### config.mk
export PLATFORM = sky130hd
export DESIGN_NAME = mem_req_ctrl
export DESIGN_NICKNAME = d
export VERILOG_FILES = /design/src/rtl/mem_pkg.sv /design/src/rtl/mem_req_fifo.sv /design/src/rtl/mem_req_ctrl.sv
export SDC_FILE = /design/constraint.sdc
export NUM_CORES = 1
export LEC_CHECK = 0
export ABC_AREA = 0
export BUFFER_PORTS_ARGS = -buffer_cell sky130_fd_sc_hd__buf_2
export CORE_MARGIN = 3
export CORE_UTILIZATION = 52
export CTS_CLUSTER_SIZE = 12
export DETAILED_ROUTE_END_ITERATION = 12
export HOLD_SLACK_MARGIN = 0.02
export MAX_ROUTING_LAYER = met4
export PLACE_DENSITY = 0.76
export SKIP_LAST_GASP = 1
export SLEW_MARGIN = 10
export SYNTH_ARGS = -nofsm -noshare
export SYNTH_HDL_FRONTEND = slang
export SYNTH_SLANG_ARGS = --single-unit
### constraint.sdc
create_clock -name clk -period 3.95 [get_ports clk]
set_clock_uncertainty 0.15 [all_clocks]
set_input_delay 0 -clock clk [delete_from_list [all_inputs] [get_ports clk]]
set_output_delay 0 -clock clk [all_outputs]
set_load 0.1 [all_outputs]
### src/rtl/mem_pkg.sv
// Shared memory-side types: default widths and the request bundle.
// Used by mem_req_ctrl, mem_interf and mem_test.
package mem_pkg;

    localparam int MEM_ADDR_W = 5;
    localparam int MEM_DATA_W = 8;

    typedef struct packed {
        logic                  write;
        logic [MEM_ADDR_W-1:0] addr;
        logic [MEM_DATA_W-1:0] wdata;
    } mem_req_t;

    localparam logic [0:0] ST_IDLE  = 1'b0;
    localparam logic [0:0] ST_ISSUE = 1'b1;

endpackage

### src/rtl/mem_req_fifo.sv
// Synchronous request FIFO; pointers carry one extra wrap bit
// so full and empty are told apart without a counter.
module mem_req_fifo #(
    parameter int WIDTH = 14,
    parameter int DEPTH = 4
) (
    input  logic             clk,
    input  logic             rst_n,
    input  logic             push_i,
    input  logic [WIDTH-1:0] wdata_i,
    input  logic             pop_i,
    output logic [WIDTH-1:0] rdata_o,
    output logic             full_o,
    output logic             empty_o
);

    localparam int PW = $clog2(DEPTH);

    logic [PW:0]      wptr_q, wptr_d;
    logic [PW:0]      rptr_q, rptr_d;
    logic [WIDTH-1:0] mem_q [DEPTH];

    assign empty_o = (wptr_q == rptr_q);
    assign full_o  = (wptr_q[PW] != rptr_q[PW]) &&
                     (wptr_q[PW-1:0] == rptr_q[PW-1:0]);
    assign rdata_o = mem_q[rptr_q[PW-1:0]];

    always_comb begin
        wptr_d = wptr_q;
        rptr_d = rptr_q;
        if (push_i) wptr_d = wptr_q + 1'b1;
        if (pop_i)  rptr_d = rptr_q + 1'b1;
    end

    always_ff @(posedge clk or negedge rst_n) begin
        if (!rst_n) begin
            wptr_q <= '0;
            rptr_q <= '0;
        end else begin
            wptr_q <= wptr_d;
            rptr_q <= rptr_d;
        end
    end

    always_ff @(posedge clk) begin
        if (push_i) mem_q[wptr_q[PW-1:0]] <= wdata_i;
    end

endmodule

### src/rtl/mem_req_ctrl.sv
// Request-side memory controller: FIFO, single-op issue, in-order read return.
// Define MEM_REQ_CTRL_STATS_EN to add saturating write/read issue counters.
module mem_req_ctrl
    import mem_pkg::*;
#(
    parameter int ADDR_W     = MEM_ADDR_W,
    parameter int DATA_W     = MEM_DATA_W,
    parameter int FIFO_DEPTH = 4,
    parameter int RSP_DEPTH  = 2
) (
    input  logic              clk,
    input  logic              rst_n,
    input  logic              req_valid,
    output logic              req_ready,
    input  logic              req_write,
    input  logic [ADDR_W-1:0] req_addr,
    input  logic [DATA_W-1:0] req_wdata,
    output logic [ADDR_W-1:0] mem_addr,
    output logic [DATA_W-1:0] mem_data_in,
    output logic              mem_read,
    output logic              mem_write,
    input  logic [DATA_W-1:0] mem_data_out,
    output logic              rsp_valid,
    output logic [DATA_W-1:0] rsp_rdata,
`ifdef MEM_REQ_CTRL_STATS_EN
    output logic [15:0]       stat_wr_cnt,
    output logic [15:0]       stat_rd_cnt,
`endif
    input  logic              rsp_ready
);

    typedef struct packed {
        logic              write;
        logic [ADDR_W-1:0] addr;
        logic [DATA_W-1:0] wdata;
    } req_t;

    localparam int RW  = $bits(req_t);
    localparam int CW  = $clog2(RSP_DEPTH + 1);
    localparam int RPW = (RSP_DEPTH > 1) ? $clog2(RSP_DEPTH) : 1;

    req_t          push_req;
    req_t          head;
    logic [RW-1:0] head_raw;
    logic          fifo_full, fifo_empty;
    logic          push, issue, rd_ok;

    logic [0:0]        state_q, state_d;
    logic              wr_q;
    logic [ADDR_W-1:0] addr_q;
    logic [DATA_W-1:0] wdata_q;
    logic              rd_p1_q;

    logic [DATA_W-1:0] rsp_buf_q [RSP_DEPTH];
    logic [RPW-1:0]    rsp_wp_q, rsp_wp_d;
    logic [RPW-1:0]    rsp_rp_q, rsp_rp_d;
    logic [CW-1:0]     rsp_cnt_q, rsp_cnt_d;
    logic [CW:0]       used;
    logic              rsp_push, rsp_pop;

    assign push_req  = '{write: req_write, addr: req_addr, wdata: req_wdata};
    assign head      = req_t'(head_raw);
    assign req_ready = !fifo_full;
    assign push      = req_valid && req_ready;

    mem_req_fifo #(
        .WIDTH (RW),
        .DEPTH (FIFO_DEPTH)
    ) u_fifo (
        .clk     (clk),
        .rst_n   (rst_n),
        .push_i  (push),
        .wdata_i (push_req),
        .pop_i   (issue),
        .rdata_o (head_raw),
        .full_o  (fifo_full),
        .empty_o (fifo_empty)
    );

    assign mem_read    = (state_q == ST_ISSUE) && !wr_q;
    assign mem_write   = (state_q == ST_ISSUE) && wr_q;
    assign mem_addr    = addr_q;
    assign mem_data_in = wdata_q;

    // A read needs a guaranteed slot: on pins, in the memory, or buffered.
    assign used  = (CW+1)'(rsp_cnt_q) + (CW+1)'(rd_p1_q) + (CW+1)'(mem_read);
    assign rd_ok = used < (CW+1)'(RSP_DEPTH);
    assign issue = !fifo_empty && (head.write || rd_ok);

    assign state_d = issue ? ST_ISSUE : ST_IDLE;

    always_ff @(posedge clk or negedge rst_n) begin
        if (!rst_n) begin
            state_q <= ST_IDLE;
            wr_q    <= 1'b0;
            addr_q  <= '0;
            wdata_q <= '0;
            rd_p1_q <= 1'b0;
        end else begin
            state_q <= state_d;
            rd_p1_q <= mem_read;
            if (issue) begin
                wr_q    <= head.write;
                addr_q  <= head.addr;
                wdata_q <= head.wdata;
            end
        end
    end

    assign rsp_push  = rd_p1_q;
    assign rsp_valid = (rsp_cnt_q != '0);
    assign rsp_pop   = rsp_valid && rsp_ready;
    assign rsp_rdata = rsp_buf_q[rsp_rp_q];

    always_comb begin
        rsp_wp_d  = rsp_wp_q;
        rsp_rp_d  = rsp_rp_q;
        rsp_cnt_d = rsp_cnt_q + CW'(rsp_push) - CW'(rsp_pop);
        if (rsp_push)
            rsp_wp_d = (rsp_wp_q == RPW'(RSP_DEPTH - 1)) ? '0 : rsp_wp_q + 1'b1;
        if (rsp_pop)
            rsp_rp_d = (rsp_rp_q == RPW'(RSP_DEPTH - 1)) ? '0 : rsp_rp_q + 1'b1;
    end

    always_ff @(posedge clk or negedge rst_n) begin
        if (!rst_n) begin
            rsp_wp_q  <= '0;
            rsp_rp_q  <= '0;
            rsp_cnt_q <= '0;
        end else begin
            rsp_wp_q  <= rsp_wp_d;
            rsp_rp_q  <= rsp_rp_d;
            rsp_cnt_q <= rsp_cnt_d;
        end
    end

    always_ff @(posedge clk) begin
        if (rsp_push) rsp_buf_q[rsp_wp_q] <= mem_data_out;
    end

`ifdef MEM_REQ_CTRL_STATS_EN
    logic [15:0] stat_wr_q, stat_rd_q;

    always_ff @(posedge clk or negedge rst_n) begin
        if (!rst_n) begin
            stat_wr_q <= '0;
            stat_rd_q <= '0;
        end else if (issue) begin
            if (head.write && stat_wr_q != 16'hFFFF)
                stat_wr_q <= stat_wr_q + 16'd1;
            if (!head.write && stat_rd_q != 16'hFFFF)
                stat_rd_q <= stat_rd_q + 16'd1;
        end
    end

    assign stat_wr_cnt = stat_wr_q;
    assign stat_rd_cnt = stat_rd_q;
`endif

endmodule

Word level (Yosys, flattened, before mapping)
Memories as Yosys holds them, arrays and structs flattened.
Index checks and enable logic that the tools add are counted.
{"block": "classes", "add_sub_neg": 8, "n_lt_le_gt_ge": 1, "eq_ne": 3, "n_mux": 7, "reduce_logical": 11}
{"operator": "2-to-1 mux 1 bit", "n": 7}
{"operator": "adder 3 x 1 -> 3 bit (second input constant)", "n": 2}
{"operator": "logical AND 1 bit", "n": 6}
{"operator": "adder 2 x 1 -> 3 bit", "n": 1}
{"operator": "adder 3 x 1 -> 3 bit", "n": 1}
{"operator": "== test 3 bit", "n": 1}
{"operator": "logical NOT 1 bit", "n": 3}
{"operator": "< comparator 3 x 2 -> 1 bit (second input constant)", "n": 1}
{"operator": "adder 1 bit (second input constant)", "n": 2}
{"operator": "adder 2 x 1 -> 2 bit", "n": 1}
{"operator": "== test 2 bit", "n": 1}
{"operator": "nonzero test 2 bit", "n": 1}
{"operator": "subtractor 2 x 1 -> 2 bit", "n": 1}
{"operator": "logical OR 1 bit", "n": 1}
{"operator": "inequality test 1 bit", "n": 1}
{"block": "totals", "register_bits": 26, "mem_bits_rw": 72, "in_bits": 26, "mem_count": 2}
{"memory": "u_fifo.mem_q", "words": 4, "width": 14, "read_ports": 1, "rd_ports_with_merged_regs": 0, "wr": 1, "line_no": "mem_req_fifo.sv:21", "rtl": "logic [WIDTH-1:0] mem_q [DEPTH];"}
{"memory": "rsp_buf_q", "words": 2, "width": 8, "read_ports": 1, "rd_ports_with_merged_regs": 0, "wr": 1, "line_no": "mem_req_ctrl.sv:54", "rtl": "logic [DATA_W-1:0] rsp_buf_q [RSP_DEPTH];"}

Logic depth before layout (Yosys ltp)
{"block": "logic_depth", "ltp_word": 7, "mapped_depth": 7, "depth_no_buf": 7}

By module
A second synthesis with hierarchy kept.
{"block": "unflattened", "hier_cells": 186, "area_unflattened_um2": 3847.4}
{"mod": "mem_req_fifo", "instances": 1, "cells_per_inst": 104, "area_each_um2": 2403.6, "seq_area_each_um2": 1831.8}
{"mod": "mem_req_ctrl", "instances": 1, "cells_per_inst": 82, "area_each_um2": 1443.9, "seq_area_each_um2": 980.9}

Worst setup path after synthesis
OpenSTA, ideal clock, no wires.
{"block": "synth_timing", "path_type": "register to register", "from": "register wr_q", "to": "register addr_q[2], in the netlist mem_addr[2]", "setup_time_ns": 0.125, "arrival_ns": 3.251, "required_time_ns": 3.675, "path_slack_ns": 0.423, "path_stages_with_launch": 7, "n_path_buf": 1, "synth_period_minus_slack_ns": 3.527, "path_cell_list": "dfrtp_1 -> nor2b_1 -> ha_1 -> a211oi_2 -> o32ai_4 -> buf_12 -> mux2_4"}
{"block": "synth_via", "elab_chain_cells": 6}
{"element": "from (decl)", "line_no": "mem_req_ctrl.sv:49", "rtl": "logic wr_q;"}
{"element": "from (signal assigned)", "line_no": "mem_req_ctrl.sv:103", "rtl": "wr_q <= head.write;"}
{"element": "logical NOT 1 bit", "line_no": "mem_req_ctrl.sv:80", "rtl": "assign mem_read = (state_q == ST_ISSUE) && !wr_q;"}
{"element": "logical AND 1 bit", "line_no": "mem_req_ctrl.sv:80"}
{"element": "via mem_read", "line_no": "mem_req_ctrl.sv:20", "rtl": "output logic mem_read,"}
{"element": "adder 3 x 1 -> 3 bit", "line_no": "mem_req_ctrl.sv:86", "rtl": "assign used = (CW+1)'(rsp_cnt_q) + (CW+1)'(rd_p1_q) + (CW+1)'(mem_read);"}
{"element": "< comparator 3 x 2 -> 1 bit", "line_no": "mem_req_ctrl.sv:87", "rtl": "assign rd_ok = used < (CW+1)'(RSP_DEPTH);"}
{"element": "logical OR 1 bit", "line_no": "mem_req_ctrl.sv:88", "rtl": "assign issue = !fifo_empty && (head.write || rd_ok);"}
{"element": "logical AND 1 bit", "line_no": "mem_req_ctrl.sv:88"}
{"element": "to (signal assigned)", "line_no": "mem_req_ctrl.sv:104", "rtl": "addr_q <= head.addr;"}
{"element": "to (decl)", "line_no": "mem_req_ctrl.sv:50", "rtl": "logic [ADDR_W-1:0] addr_q;"}
The timed path passes the listed nets, and every way through them passes these cells.
A chain may end at the register's enable or synchronous reset.

Worst setup path after layout
{"block": "layout_timing", "from": "register u_fifo.rptr_q[1]", "to": "register addr_q[4], in the netlist mem_addr[4]"}
{"block": "layout_via", "elab_chain_cells": 3, "word_cells_on_any_way": 5, "classes_between": "eq/ne (1); reduce/logical (3); memory (1)"}
{"element": "from (decl)", "line_no": "mem_req_fifo.sv:20", "rtl": "logic [PW:0] rptr_q, rptr_d;"}
{"element": "from (signal assigned)", "line_no": "mem_req_fifo.sv:41", "rtl": "rptr_q <= rptr_d;"}
{"element": "memory (4 x 14 bit) or == test 3 bit (tied branches)"}
{"element": "logical OR 1 bit or logical NOT 1 bit (tied branches)", "line_no": "mem_req_ctrl.sv:88"}
{"element": "logical AND 1 bit", "line_no": "mem_req_ctrl.sv:88"}
Several ways; a longest one is shown, not always the timed one.

==> key figures <==
Global routing
  – Antenna violations before repair: 0
  – Most Crowded Layer GR: met2
  – Pin count of the biggest net entering global routing: 27
  – Met1 Use GR: 0.198
  – Total track usage: 0.173
  – Vias in the first global route: 2120
  – Met2 Use GR: 0.292
  – Met3 Use GR: 0.0666
  – GR Overflow Total: 0
  – First-pass GRT wire length: 10700 um

Final layout
  – Share of layout cells above drive strength 1: 0.374
  – P&R area growth vs syn: 20.6%
  – FILL cells: 508
  – N_diodes: 0
  – Multi-input gate area: 0.00103 mm2
  – Nets: 310
  – Register area: 0.00281 mm2

Clocking
  – Clock sink total: 98
  – Post-cts resize count: 0
  – Cts bufs inserted: 9
  – Clock slew at reported path FFs: 90 ps
  – H-tree levels: 3
  – CTS root buf: clkbuf_8
  – CTS tree: yes
  – Clk_lat worst skew: 360 ps
  – Bufs on Longest Clock Path: 2

Critical path
  – Worst reg2reg path depth: 3
  – Worst setup path startpoint: u_fifo.rptr_q[1]
  – Critical-path cell list: xor2_1, o32ai_4, mux2_2
  – Worst path top cell family by delay: flip-flops
  – Slowest stage delay, CP: 910 ps
  – Buf+Inv Stages, Crit Path: 0
  – Crit path capture: mem_addr[4]
  – Stages on worst setup path: 3
  – R2r startpoint: u_fifo.rptr_q[1]
  – Worst setup EP type: flop
  – Worst Path Max Fanout: 19
  – Worst R2R Setup Slack: 1120 ps
  – Crit-path slowest cell: dfrtp_1
  – Worst setup SP type: flop
  – Arrival time of the worst setup path: 2940 ps
  – CP required: 4050 ps
  – Type of the worst setup path: reg -> reg
  – RR Endpoint: mem_addr[4]

Synthesis
  – Seq/Total Area, Yosys: 0.719
  – Top post-synthesis cells by area: edfxtp_1, dfrtp_1, mux4_2, mux2_2, mux2_4
  – Post-synth top area cell: edfxtp_1
  – Warnings from Yosys: 0
  – Mapped cell area: 0.00391 mm2
  – #FFs+latches synth: 98
  – Cell variety after synth: 31
  – Synthesized Nets: 228
  – Synth Instances: 194
  – Avg Inst Size Synth: 20.2 um2
  – Top-area cell type share of the netlist area: 0.552

Route
  – 1st-iter DRT viols: 80
  – Vias after detailed routing: 1948
  – Routed wire length: 6560 um
  – Post-route ant nets: 0
  – DRT Pass-1 Iters: 4
  – Vias/cell: 5.17
  – # DRC: 0
  – Routed wire per std cell: 17.4 um

Placement
  – Port Buf Inserts: 50
  – Detailed placer's ending HPWL: 4340 um
  – GP Congestion: 0.842

Die
  – Top-Level Pins: 51
  – Initial Util: 0.555
  – Rows: 30
  – Die area: 0.00860 mm2
  – Core Area: 0.00706 mm2
  – DIE HEIGHT: 92.8 um
  – Die span in x: 92.8 um

STA
  – Final hold violations: 0
  – Worst Tran Pin Value: 968 ps
  – Max Freq: 353 MHz
  – Max-slew headroom: 0.355
  – Final Max Tran Viols: 0
  – RSZ-0062 raised after global routing: no
  – Final-report setup violation count: 0
  – Setup TNS: 0 ps
  – Final Cycle Share: 0.717
  – Post-layout minimum cycle time: 2830 ps

Status
  – Status: complete, no violations

Flow run
  – Max-Cap Viols: 0

Min path
  – Worst Hold Class: in -> async
==> cell usage after synthesis <==
master / number
edfxtp_1: 72
dfrtp_1: 26
mux2_2: 16
mux4_2: 11
ha_1: 8
mux2_4: 8
inv_1: 7
and2_1: 6
xor2_1: 6
xnor2_1: 5
mux4_1: 3
a31oi_1: 2
clkbuf_1: 2
nand2_1: 2
nor2b_1: 2
o32a_1: 2
or3_1: 2
a211oi_2: 1
a22o_1: 1
buf_12: 1
buf_2: 1
buf_4: 1
buf_6: 1
mux2i_1: 1
nand3_1: 1
nor2_1: 1
o211ai_1: 1
o311ai_0: 1
o31ai_1: 1
o32ai_4: 1
or2_2: 1
==> state kept, by name, indices dropped and copies added, names as in the netlist <==
signal / cells
mem_addr: 5
mem_data_in: 8
rd_p1_q: 1
rsp_buf_q: 16
rsp_cnt_q: 2
rsp_rp_q: 1
rsp_wp_q: 1
state_q: 1
u_fifo.mem_q: 56
u_fifo.rptr_q: 3
u_fifo.wptr_q: 3
wr_q: 1
==> per-stage QoR <==
| stage | area (um2) | utilization | std cells | hold WS, ps | setup slack (ps) |
|---|---|---|---|---|---|
| 2_1_floorplan | 3910 | - | 194 | -446 | 423 |
| 3_3_place_gp | 4250 | 0.603 | 336 | -103 | 1200 |
| 3_5_place_dp | 4250 | 0.603 | 336 | -95.0 | 1090 |
| 4_1_cts | 4720 | 0.669 | 377 | 34.6 | 1070 |
| 5_1_grt | 4720 | 0.669 | 377 | 59.1 | 915 |
| 6_report | 4720 | 0.669 | 377 | 13.0 | 1120 |
==> worst register-to-register path, delay by kind of cell, from the launching register on <==
kind / cells / cell delay, ps
XOR/XNOR: 1 / 340
multiplexers: 1 / 430
AO/OA/AOI/OAI: 1 / 910
flip-flops: 1 / 910
==> routing by layer <==
layer | part of all wire | routed length, um | vias to the layer above
li1 | - | - | 920
met5 | 0 | 0 | -
met4 | 0.0067 | 44 | 0
met3 | 0.057 | 374 | 5
met1 | 0.41 | 2690 | 973
met2 | 0.53 | 3460 | 50
==> how the worst min path moves through the flow <==
stage                     endpoint  slack, ps  cells past startpoint
floorplan              mem_addr[0]       -450                      0
global placement      rsp_cnt_q[1]       -100                      1
detailed placement    rsp_cnt_q[1]        -90                      1
CTS                   rsp_cnt_q[1]         30                      2
global route        mem_data_in[0]         60                      2
finish                    rsp_rp_q         10                      2
==> what timing repair did <==
item,in CTS,in global routing
hold buffers,25,0
buffers inserted,0,0
endpoints found under the hold margin,107,0
==> cells by family (layout without fill, tap and decap cells) <==
| logic type | count (synthesis) | in the layout | synth area share |
|---|---|---|---|
| adders and majority gates | 8 | 8 | 0.0256 |
| AOI/OAI and AO/OA | 10 | 10 | 0.0269 |
| buffers and inverters | 13 | 100 | 0.0198 |
| and+or+nand+nor | 15 | 15 | 0.0217 |
| DFF | 98 | 98 | 0.719 |
| muxes | 39 | 39 | 0.163 |
| xor gates and xnor gates | 11 | 11 | 0.0246 |
==> layout make-up <==
cell class	count	area share
sequential	98	0.596
multi-input combinational	83	0.218
timing repair buffer	77	0.109
clock buffer	10	0.0270
tap	96	0.0254
clock inverter	6	0.0188
inverter	7	0.00557
==> layout by cell type, fill, tap and decap left out, drive strengths merged <==
master / n
nor2: 1
o31ai: 1
or2: 1
mux2: 24
clkinv: 1
xor2: 6
buf: 52
mux4: 14
clkbuf: 10
o211ai: 1
clkinvlp: 1
inv: 9
mux2i: 1
o32ai: 1
xnor2: 5
edfxtp: 72
a31oi: 2
nor2b: 2
o32a: 2
nand3: 1
dlygate4sd3: 25
dfrtp: 26
a22o: 1
and2: 6
ha: 8
nand2: 2
a211oi: 1
o311ai: 1
bufinv: 2
or3: 2
Power is not shown: default switching activity piles up to over one toggle a cycle in this logic, so the estimate is an artifact.
